## src/rtl/mult_share_arbiter.sv

```systemverilog
// Round-robin sequencer sharing one shift-add signed multiplier core among NREQ requesters.
// Optional WAIT-state watchdog: define MULT_ARB_TIMEOUT_EN (limit set by TIMEOUT).
module mult_share_arbiter #(
    parameter int unsigned DW      = 8,
    parameter int unsigned NREQ    = 4,
    parameter int unsigned IDW     = (NREQ > 1) ? $clog2(NREQ) : 1,
    parameter int unsigned TIMEOUT = 32
) (
    input  logic                   clk,
    input  logic                   rst,
    input  logic [NREQ-1:0]        req_valid,
    input  logic [NREQ*(DW+1)-1:0] req_mltnd,
    input  logic [NREQ*(DW+1)-1:0] req_mlter,
    output logic [NREQ-1:0]        req_ready,
    output logic                   mult_load,
    output logic                   mult_clean,
    output logic [DW:0]            mult_mltnd,
    output logic [DW:0]            mult_mlter,
    input  logic                   mult_ready,
    input  logic [2*DW-1:0]        mult_product,
    input  logic                   mult_sign,
    output logic                   rsp_valid,
    input  logic                   rsp_ready,
    output logic [2*DW-1:0]        rsp_product,
    output logic                   rsp_sign,
    output logic [IDW-1:0]         rsp_id,
    output logic                   rsp_err
);

    localparam int unsigned OW = DW + 1;
    localparam int unsigned PW = 2 * DW;

    localparam logic [1:0] S_IDLE = 2'd0;
    localparam logic [1:0] S_LOAD = 2'd1;
    localparam logic [1:0] S_WAIT = 2'd2;
    localparam logic [1:0] S_RESP = 2'd3;

    if (NREQ < 1 || TIMEOUT < 1) begin : g_bad_param
        $error("mult_share_arbiter: NREQ and TIMEOUT must be at least 1");
    end

    logic [1:0]      r_state;
    logic [1:0]      w_state_nxt;
    logic [IDW-1:0]  r_rr_ptr;
    logic [IDW-1:0]  r_id;
    logic [OW-1:0]   r_mltnd;
    logic [OW-1:0]   r_mlter;
    logic [PW-1:0]   r_product;
    logic            r_sign;
    logic            r_err;
    logic            r_clean;
    logic            w_grant_any;
    logic [IDW-1:0]  w_grant_idx;
    logic [OW-1:0]   w_sel_mltnd;
    logic [OW-1:0]   w_sel_mlter;
    logic            w_accept;
    logic            w_handshake;
    logic            w_timeout;

    function automatic logic [IDW-1:0] wrap_idx(input logic [IDW-1:0] base, input int unsigned off);
        int unsigned s;
        s = 32'(base) + off;
        if (s >= NREQ) s = s - NREQ;
        return IDW'(s);
    endfunction

    // First valid requester at or after the round-robin pointer
    always_comb begin
        w_grant_any = 1'b0;
        w_grant_idx = '0;
        for (int unsigned k = 0; k < NREQ; k++) begin
            if (!w_grant_any && req_valid[wrap_idx(r_rr_ptr, k)]) begin
                w_grant_any = 1'b1;
                w_grant_idx = wrap_idx(r_rr_ptr, k);
            end
        end
    end

    always_comb begin
        w_sel_mltnd = '0;
        w_sel_mlter = '0;
        for (int unsigned i = 0; i < NREQ; i++) begin
            if (w_grant_idx == IDW'(i)) begin
                w_sel_mltnd = req_mltnd[i*OW +: OW];
                w_sel_mlter = req_mlter[i*OW +: OW];
            end
        end
    end

    // The IDLE cycle carrying the clear pulse does not grant, so the core is clean before the next load
    assign w_accept    = (r_state == S_IDLE) && !r_clean && w_grant_any;
    assign w_handshake = (r_state == S_RESP) && rsp_ready;
    assign req_ready   = w_accept ? (NREQ'(1) << w_grant_idx) : '0;

`ifdef MULT_ARB_TIMEOUT_EN
    localparam int unsigned CW = $clog2(TIMEOUT + 1);

    logic [CW-1:0] r_to_cnt;

    always_ff @(posedge clk) begin
        if (rst) begin
            r_to_cnt <= '0;
        end else if (r_state == S_LOAD) begin
            r_to_cnt <= '0;
        end else if (r_state == S_WAIT) begin
            r_to_cnt <= r_to_cnt + CW'(1);
        end
    end

    assign w_timeout = (r_state == S_WAIT) && !mult_ready && (r_to_cnt == CW'(TIMEOUT - 1));
`else
    assign w_timeout = 1'b0;
`endif

    always_comb begin
        w_state_nxt = r_state;
        case (r_state)
            S_IDLE:  if (w_accept) w_state_nxt = S_LOAD;
            S_LOAD:  w_state_nxt = S_WAIT;
            S_WAIT:  if (mult_ready || w_timeout) w_state_nxt = S_RESP;
            S_RESP:  if (rsp_ready) w_state_nxt = S_IDLE;
            default: w_state_nxt = S_IDLE;
        endcase
    end

    always_ff @(posedge clk) begin
        if (rst) begin
            r_state   <= S_IDLE;
            r_rr_ptr  <= '0;
            r_id      <= '0;
            r_mltnd   <= '0;
            r_mlter   <= '0;
            r_product <= '0;
            r_sign    <= 1'b0;
            r_err     <= 1'b0;
            r_clean   <= 1'b0;
        end else begin
            r_state <= w_state_nxt;
            r_clean <= w_handshake;
            if (w_accept) begin
                r_mltnd <= w_sel_mltnd;
                r_mlter <= w_sel_mlter;
                r_id    <= w_grant_idx;
            end
            if ((r_state == S_WAIT) && mult_ready) begin
                r_product <= mult_product;
                r_sign    <= mult_sign;
                r_err     <= 1'b0;
            end else if (w_timeout) begin
                r_product <= '0;
                r_sign    <= 1'b0;
                r_err     <= 1'b1;
            end
            if (w_handshake) begin
                r_rr_ptr <= wrap_idx(r_id, 1);
            end
        end
    end

    assign mult_load   = (r_state == S_LOAD);
    assign mult_clean  = r_clean;
    assign mult_mltnd  = r_mltnd;
    assign mult_mlter  = r_mlter;
    assign rsp_valid   = (r_state == S_RESP);
    assign rsp_product = r_product;
    assign rsp_sign    = r_sign;
    assign rsp_id      = r_id;
    assign rsp_err     = r_err;

endmodule

```

## config.mk

```make
export PLATFORM = sky130hd
export DESIGN_NAME = mult_share_arbiter
export DESIGN_NICKNAME = d
export VERILOG_FILES = /design/src/rtl/mult_share_arbiter.sv
export SDC_FILE = /design/constraint.sdc
export NUM_CORES = 1
export LEC_CHECK = 0
export BUFFER_PORTS_ARGS = -buffer_cell sky130_fd_sc_hd__buf_2
export CORE_MARGIN = 4
export CORE_UTILIZATION = 25
export DETAILED_ROUTE_END_ITERATION = 12
export PLACE_DENSITY = 0.58
export SETUP_SLACK_MARGIN = 0.3
export SLEW_MARGIN = 5
export SYNTH_ARGS = -nofsm -noshare
export SYNTH_HDL_FRONTEND = slang
export SYNTH_SLANG_ARGS = --single-unit
```

## constraint.sdc

```tcl
create_clock -name clk -period 1.8 [get_ports clk]
set_input_delay 0 -clock clk [delete_from_list [all_inputs] [get_ports clk]]
set_output_delay 0 -clock clk [all_outputs]
set_load 0.05 [all_outputs]
```

# Word level (Yosys, flattened, before mapping)
# Cells that the tools add are included.
[op_classes]
order_cmp = 9
n_reduce_logical = 14
addsub = 9
n_shift = 1
div = 0
n_bitwise = 0
n_mul = 0
n_mux = 34
n_eq_ne = 9
[ops]
columns = ["cell", "n"]
rows = [
  ["2-to-1 mux 9 bit", 8],
  ["2-to-1 mux 2 bit", 12],
  [">= comparator 3 bit (second input constant)", 4],
  ["less-than comparator 2 x 3 -> 1 bit (second input constant)", 4],
  ["subtractor 2 x 1 -> 2 bit (second input constant)", 5],
  ["binary-select mux 1 bit (select 2 bit)", 4],
  ["== test 2 bit (second input constant)", 4],
  ["2-to-1 mux 1 bit", 8],
  ["case mux 2 bit (4 select lines)", 1],
  ["logical AND 1 bit", 7],
  ["adder 2 x 1 -> 3 bit (second input constant)", 2],
  ["adder 2 x 2 -> 3 bit (second input constant)", 2],
  ["== test 2 x 1 -> 1 bit (second input constant)", 2],
  ["zero test 1 bit", 4],
  ["zero test 2 bit", 2],
  ["2-to-1 mux 4 bit", 1],
  ["inequality test 2 bit (second input constant)", 2],
  ["left shift 1 x 2 -> 4 bit (first input constant)", 1],
  [">= comparator 2 x 3 -> 1 bit (second input constant)", 1],
  ["AND reduction 3 bit", 1],
  ["inequality test 2 x 1 -> 1 bit (second input constant)", 1],
]
[totals]
ramBits = 0
memories = 0
mem_bits_ro = 0
latch_bits = 0
ff_bits = 42

# Depth between registers and ports, before layout
# Gate-level depths: netlist of the first run.
[logic_depth]
ltp_word = 19
depth_mapped = 8
mapped_depth_nobuf = 7

# Worst setup path before layout of the first run
# Ideal clock, no wire load.
[synth_timing]
path_type = "flip-flop to output port"
startpoint = "register r_rr_ptr[1]"
endpoint = "output port req_ready[2]"
path_stages_with_launch = 7
t_required_ns = 1.800
path_slack_ns = -0.423
t_arrival_ns = 2.223
cell_sequence = "dfxtp_1 -> buf_6 -> nand2b_4 -> a21oi_4 -> nor3_4 -> buf_6 -> nor3b_1"
[synth_via]
elab_chain_len = 16
elab_cells_between_ends = 40
cone_classes = "7 x add/sub; 4 x order compare; 1 x shift; 21 x mux; 7 x reduce/logical"
[synth_lines]
columns = ["item", "line", "rtl"]
rows = [
  ["start, declared", "44", "logic [IDW-1:0] r_rr_ptr;"],
  ["start signal, assigned", "155", "r_rr_ptr <= wrap_idx(r_id, 1);"],
  ["branches (longest 15 deep; another with adder 2 x 1 -> 3 bit)", "-", ""],
  ["2-to-1 mux 4 bit *", "93", "assign req_ready = w_accept ? (NREQ'(1) << w_grant_idx) : '0;"],
  ["end, declared", "14", "output logic [NREQ-1:0] req_ready,"],
]
# Mark *: on every way between the ends. The select of a mux whose other input is x is not followed.

# Worst setup path after layout of the first run
[layout_timing]
startpoint = "register r_rr_ptr[1]"
endpoint = "register r_mltnd[5] (netlist: mult_mltnd[5])"
[layout_via]
elab_chain_len = 19
elab_cells_between_ends = 46
cone_classes = "7 x add/sub; 4 x order compare; 3 x eq/ne; 24 x mux; 8 x reduce/logical"
[layout_lines]
columns = ["item", "line", "rtl"]
rows = [
  ["branches (longest 19 deep; another with adder 2 x 1 -> 3 bit)", "-", ""],
  ["end signal, assigned", "141", "r_mltnd <= w_sel_mltnd;"],
  ["end, declared", "46", "logic [OW-1:0] r_mltnd;"],
]
# Several ways; the timed one is not identified. The select of a mux whose other input is x is not followed.
# A chain may end at the register's enable or synchronous reset.

==> results of run 1 <==
## cell families (layout without fill, tap and decap cells)
group,count (synthesis),count (layout)
DFF,42,42
and+or+nand+nor,84,84
AOI/OAI and AO/OA,86,86
muxes,20,20
buffers and inverters,29,203
other,1,1
xor gates and xnor gates,1,1
adders and majority gates,5,5
## registers in the layout (all words and copies together), names as in the netlist
| signal | count |
|---|---|
| mult_clean | 1 |
| mult_mlter | 9 |
| mult_mltnd | 9 |
| r_rr_ptr | 2 |
| r_state | 2 |
| rsp_id | 2 |
| rsp_product | 16 |
| rsp_sign | 1 |
## layer usage
metal / vias to the layer above / track usage (%) / part of all wire, %
met4: 0 / 3.79 / 0.83
met3: 10 / 4.86 / 9.6
met1: 1273 / 16.9 / 40
li1: 1335 / - / -
met2: 126 / 26.0 / 50
met5: - / 0 / 0
## area by class of cell
type / instances / area (um2)
tap: 129 / 161
clock buffer: 6 / 82.6
fill: 972 / 5490
timing repair buffer: 190 / 1200
sequential: 42 / 847
inverter: 5 / 18.8
multi-input combinational: 197 / 1470
clock inverter: 2 / 12.5
## worst min-delay path, delay by kind of cell
family / cells / cell delay (ns)
buf+inv: 1 / 0.07
mux: 1 / 0.12
compound gates: 1 / 0.11
## power groups by stage
stage	Sequential (mW)	Clock, mW	Combinational (mW)
detailed placement	1.24	0	2.06
finish	1.22	0.649	2.20
CTS	1.22	0.693	2.19
global route	1.25	0.721	2.36
global placement	1.24	0	2.03
floorplan	1.82	0	0.870
## per-stage QoR
stage,total power [mW],util [%],std cells,instance area (um2)
floorplan,2.69,-,268,2440
finish,4.07,40.9,571,3800
detailed placement,3.30,36.2,536,3360
CTS,4.10,40.6,571,3770
global route,4.32,40.9,571,3800
global placement,3.27,36.2,536,3360
## path summary, 6_finish.rpt
kind	from	to	slack [ns]	cells after the start
worst max register to register	r_rr_ptr[1]	mult_mltnd[5]	-0.07	7
worst min-delay path	req_mltnd[12]	mult_mltnd[3]	0.05	3
worst max-delay path	r_rr_ptr[1]	mult_mltnd[5]	-0.07	7
worst min register to register	rsp_product[11]	rsp_product[11]	0.45	2
## synthesized netlist by cell type
library cell / number
nand4_1: 18
conb_1: 1
nor4_2: 1
and3_1: 1
o21bai_1: 1
nand2_1: 42
mux2_4: 16
o21ai_1: 1
xnor2_1: 1
o31ai_1: 18
a21oi_4: 1
clkbuf_1: 13
ha_1: 5
inv_1: 5
mux2_1: 2
buf_2: 3
o21a_1: 1
o22a_1: 1
nor3_1: 2
nor2_1: 9
nand2b_4: 1
dfxtp_1: 42
buf_4: 3
buf_6: 4
buf_1: 1
nor3_4: 2
a221o_1: 18
and2_1: 1
mux2i_1: 1
nor2_4: 2
nand2b_1: 1
or2_1: 3
o221ai_2: 1
nor3b_1: 1
a21o_1: 1
mux2i_2: 1
o221ai_1: 1
a21oi_1: 42
## repair_timing
item                                    in CTS  in global routing
endpoints found under the hold margin       19                  0
endpoints found under the setup margin      40                 39
pin swaps                                    5                  2
hold buffers                                18                  0
resized for setup                           16                 11
setup buffers                                9                  0
==> reports/metrics.yaml, run 1 <==
status: "finished, violations left"
violations: "negative setup slack"
hold_path_class: "input pin to flip-flop"
cpPeakStageDelay_ns: 0.38
worstMarginPinSlew_ns: 0.684
synth_nets: 370
post-place-ws_ns: -0.117
relSlewSlack_pct: 54.4
setup_tns_ns: -1.05
fin_skew_ns: 0.00553
cts_sinks: 42
setup_ws_ns: -0.0684
p_switching_mw: 1.83
cp_num_buf_inv: 2
whs_ns: 0.0475
first_iter_violations: 90
syn_to_final_growth_pct: 58.3
fp-row-count: 35
crit_slowest_cell: "dfxtp_4"
htree_levels: 2
port_buffers: 140
grt_start_max_net_pins: 23
setup_viol: 19
nets: 543
max_freq_ghz: 0.535
yosys-top-cells-area: "dfxtp_1, mux2_4, a21oi_1"
crit_family: "multiplexers"
synth_area_um2: 2400
clock_path_buffers: 2
share_clk_of_total_power_pct: 16.0
coreArea_um2: 9280
cts_buffers: 5
post-route-min-period_ns: 1.87
antenna_found_initial: 0
initial_utilization_pct: 25.8
syn_area_per_cell_um2: 8.95
final_cell_mix: "buf_2, a21oi_1, nand2_1, dfxtp_1, buf_4"
leakage_nw: 1.75
vias: 2744
grt_pass1_vias: 2875
synth-adder-area-share_pct: 2.61
cp_common_cell: "buf_6"
hpwl_mm: 6.17
start_kind: "flip-flop"
synth_compound_area_share_pct: 25.1
die_area_um2: 11200
ios: 142
synthMuxAreaShare_pct: 11.9
synthSimpleGateAreaFrac_pct: 18.4
grt_pass1_wl_mm: 13.6
die_h_um: 106
synth-xor-area-share_pct: 0.365
syn_inst: 268
yosysSeqAreaShare_pct: 35.1
drtPass1Iterations: 4
hold_violations: 0
period_share_pct: 104
n_antenna_cell: 0
synth_top_cell_area_share_pct: 35.1
routed_wl_mm: 8.47
synth_top_family_by_area: "compound AO/OA/AOI/OAI gates"
viasPerCell: 4.81
cts_tree: "built"
rsz0062_at_grt: "yes"
p_sw_share_pct: 44.9
pwr-share-seq_pct: 30.1
p_per_area_nw_per_um2: 1070
insertion_delay_ns: 0.29
crit_required_ns: 1.98
cp_cell_sequence: "mux2i_4 -> nor2_4 -> nor3_4 -> buf_6 -> buf_6 -> mux2_4 -> a221o_1"
wl_per_cell_um: 14.8
end_kind: "flip-flop"
comb_power_share_pct: 54.0
remaining_drc_errors: 0
mostFrequentLayoutCell: "buf_2"
crit_arrival_ns: 2.05
root_buffer: "clkbuf_8"
clk_pin_slew_ns: 0.09
intPower_mw: 2.24
ys_seq_elements: 42
vdd_drop_max_v: 0.000515
ys_types: 38
die_w_um: 106
final_max_slew_viol_count: 0
gp_congestion: 0.757
drive_gt1_share_pct: 50.9
ant_nets: 0
cp_max_fo: 4
synth_largest_area_cell: "dfxtp_1"
groute.usage.overall_pct: 14.7
maxCapViolCount: 0
yosysWarnings: 0
crit_type: "flip-flop to flip-flop"
grt_overflow: 0
Note: power is estimated with default switching activity, not from simulation.
==> inputs of run 2 (changes only) <==
--- a/config.mk
+++ b/config.mk
@@ -9,7 +9,7 @@
 export CORE_MARGIN = 4
 export CORE_UTILIZATION = 25
 export DETAILED_ROUTE_END_ITERATION = 12
-export PLACE_DENSITY = 0.58
+export PLACE_DENSITY = 0.56
 export SETUP_SLACK_MARGIN = 0.3
 export SLEW_MARGIN = 5
 export SYNTH_ARGS = -nofsm -noshare
==> constraint.sdc (replaced) <==
create_clock -name clk -period 2.2 [get_ports clk]
set_input_delay 0 -clock clk [delete_from_list [all_inputs] [get_ports clk]]
set_output_delay 0 -clock clk [all_outputs]
set_load 0.05 [all_outputs]
==> reports/metrics.yaml, run 2 (same netlist as run 1, synthesis figures left out) <==
placed_cell_area_um2: 3220  # -4.4%
p_switching_mw: 1.46  # -20%
crit_slowest_cell: "dfxtp_4"
crit_required_ns: 2.38  # +0.40 ns
grt_start_max_net_pins: 25  # +8.7%
remaining_drc_errors: 0  # unchanged
clock_path_buffers: 2  # unchanged
root_buffer: "clkbuf_8"
nets: 530  # -2.4%
rsz0062_at_grt: "yes"
setup_tns_ns: 0  # +1.05 ns
pwr-share-seq_pct: 31.8  # +1.7 points
antenna_found_initial: 0  # unchanged
vdd_drop_max_v: 0.000434  # -16%
mostFrequentLayoutCell: "buf_2"
die_h_um: 106  # unchanged
grt_overflow: 0  # unchanged
die_w_um: 106  # unchanged
comb_power_share_pct: 51.4  # -2.6 points
p_sw_share_pct: 46.0  # +1.1 points
period_share_pct: 86.5  # -17 points
grt_pass1_vias: 2676  # -6.9%
holdPathStages: 3  # unchanged
ios: 142  # unchanged
n_antenna_cell: 0  # unchanged
crit_family: "multiplexers"
finalNonFillerCells: 558  # -2.3%
placed_cells: 522  # -2.6%
groute.usage.overall_pct: 14.1  # -0.60 points
final_max_slew_viol_count: 0  # unchanged
cpPeakStageDelay_ns: 0.42  # +0.04 ns
grt_pass1_wl_mm: 13.0  # -4.1%
gp_congestion: 0.751  # -0.87%
cp_num_buf_inv: 2  # unchanged
cts_tree: "built"
nFillCells: 948  # -2.5%
ant_nets: 0  # unchanged
clk_pin_slew_ns: 0.09  # about the same
htree_levels: 2  # unchanged
drive_gt1_share_pct: 46.4  # -4.5 points
drtPass1Iterations: 4  # unchanged
whs_ns: 0.0457  # -0.00188 ns
maxCapViolCount: 0  # unchanged
fin_skew_ns: 0.00714  # +0.00161 ns
crit_arrival_ns: 2.09  # +0.04 ns
hpwl_mm: 5.93  # -3.9%
largest_reg_flops: 16  # unchanged
start_kind: "flip-flop"
coreArea_um2: 9280  # unchanged
path_depth: 7  # unchanged
end_kind: "flip-flop"
port_buffers: 140  # unchanged
share_clk_of_total_power_pct: 16.8  # +0.8 points
intPower_mw: 1.72  # -24%
status: "complete, no violations"
cp_max_fo: 12  # +8
p_per_area_nw_per_um2: 871  # -19%
power_mw: 3.17  # -22%
final_cell_mix: "buf_2, nand2_1, a21oi_1, dfxtp_1, buf_4"
r2r_cells: 7  # unchanged
relSlewSlack_pct: 56.6  # +2.2 points
cp_cell_sequence: "mux2i_4 -> nor2_4 -> nor3_4 -> buf_12 -> buf_4 -> mux2_4 -> a221o_1"
syn_to_final_growth_pct: 52.0
vias: 2611  # -4.8%
worstMarginPinSlew_ns: 0.651  # -0.0326 ns
fp-row-count: 35  # unchanged
initial_utilization_pct: 25.8  # unchanged
insertion_delay_ns: 0.29  # about the same
viasPerCell: 4.68  # -2.6%
hold_violations: 0  # unchanged
cts_buffers: 5  # unchanged
routed_wl_mm: 8.16  # -3.6%
leakage_nw: 1.67  # -4.4%
crit_type: "flip-flop to flip-flop"
max_freq_ghz: 0.526  # -1.8%
post-route-min-period_ns: 1.90  # +0.0340 ns
setup_viol: 0  # -19
die_area_um2: 11200  # unchanged
design_area_um2: 3650  # -4.0%
first_iter_violations: 103  # +14%
wl_per_cell_um: 14.6  # -1.3%
hold_path_class: "input pin to flip-flop"
cts_sinks: 42  # unchanged
==> run 2: final timing paths <==
kind	start	endpoint	slack [ns]
worst max register to register	r_rr_ptr[1]	mult_mltnd[3]	0.30
worst max-delay path	r_rr_ptr[1]	mult_mltnd[3]	0.30
worst min register to register	rsp_product[13]	rsp_product[13]	0.46
worst min-delay path	req_mlter[10]	mult_mlter[1]	0.05
==> run 2: per-stage QoR <==
step / utilization [%] / setup slack [ns]
global route: 39.3 / 0.208
CTS: 38.1 / 0.261
finish: 39.3 / 0.298
detailed placement: 34.7 / 0.131
floorplan: - / 0.329
global placement: 34.7 / 0.166
==> run 2: power groups by stage <==
stage / Sequential [mW] / Combinational [mW] / Clock [mW]
6_report: 1.01 / 1.63 / 0.535
5_1_grt: 1.03 / 1.75 / 0.589
4_1_cts: 1.01 / 1.60 / 0.568
3_5_place_dp: 1.03 / 1.54 / 0
3_3_place_gp: 1.02 / 1.52 / 0
2_1_floorplan: 1.49 / 0.690 / 0
==> run 2: area by class of cell <==
| cell class | instances | area, um2 | area share, % |
|---|---|---|---|
| Multi-Input combinational cell | 197 | 1440 | 39.5 |
| Timing Repair Buffer | 177 | 1080 | 29.8 |
| Inverter | 5 | 18.8 | 0.515 |
| Clock buffer | 6 | 82.6 | 2.26 |
| Tap cell | 129 | 161 | 4.43 |
| Clock inverter | 2 | 12.5 | 0.343 |
| Sequential cell | 42 | 846 | 23.2 |
==> run 2: routing by layer <==
layer  wire (um)  GRT usage, %  vias to the layer above
li1            -             -                     1310
met1        3490          16.9                     1188
met2        3850          24.4                      109
met3         779          4.80                        4
met4          45          2.78                        0
met5           0             0                        -
==> run 2: timing repair <==
item,4_1_cts,5_1_grt
cloned,0,0
gates resized for setup,4,9
pin swaps,2,0
setup endpoints to repair,22,22
hold buffers,17,0
hold endpoints to repair,17,0
setup buffers,3,8
==> run 2: worst reg2reg max path, delay by kind of cell (launching register included) <==
family,cells,cell delay (ns)
multiplexers,2,0.55
flip-flops,1,0.42
buffers and inverters,2,0.31
AO/OA/AOI/OAI,1,0.28
AND/OR/NAND/NOR,2,0.23
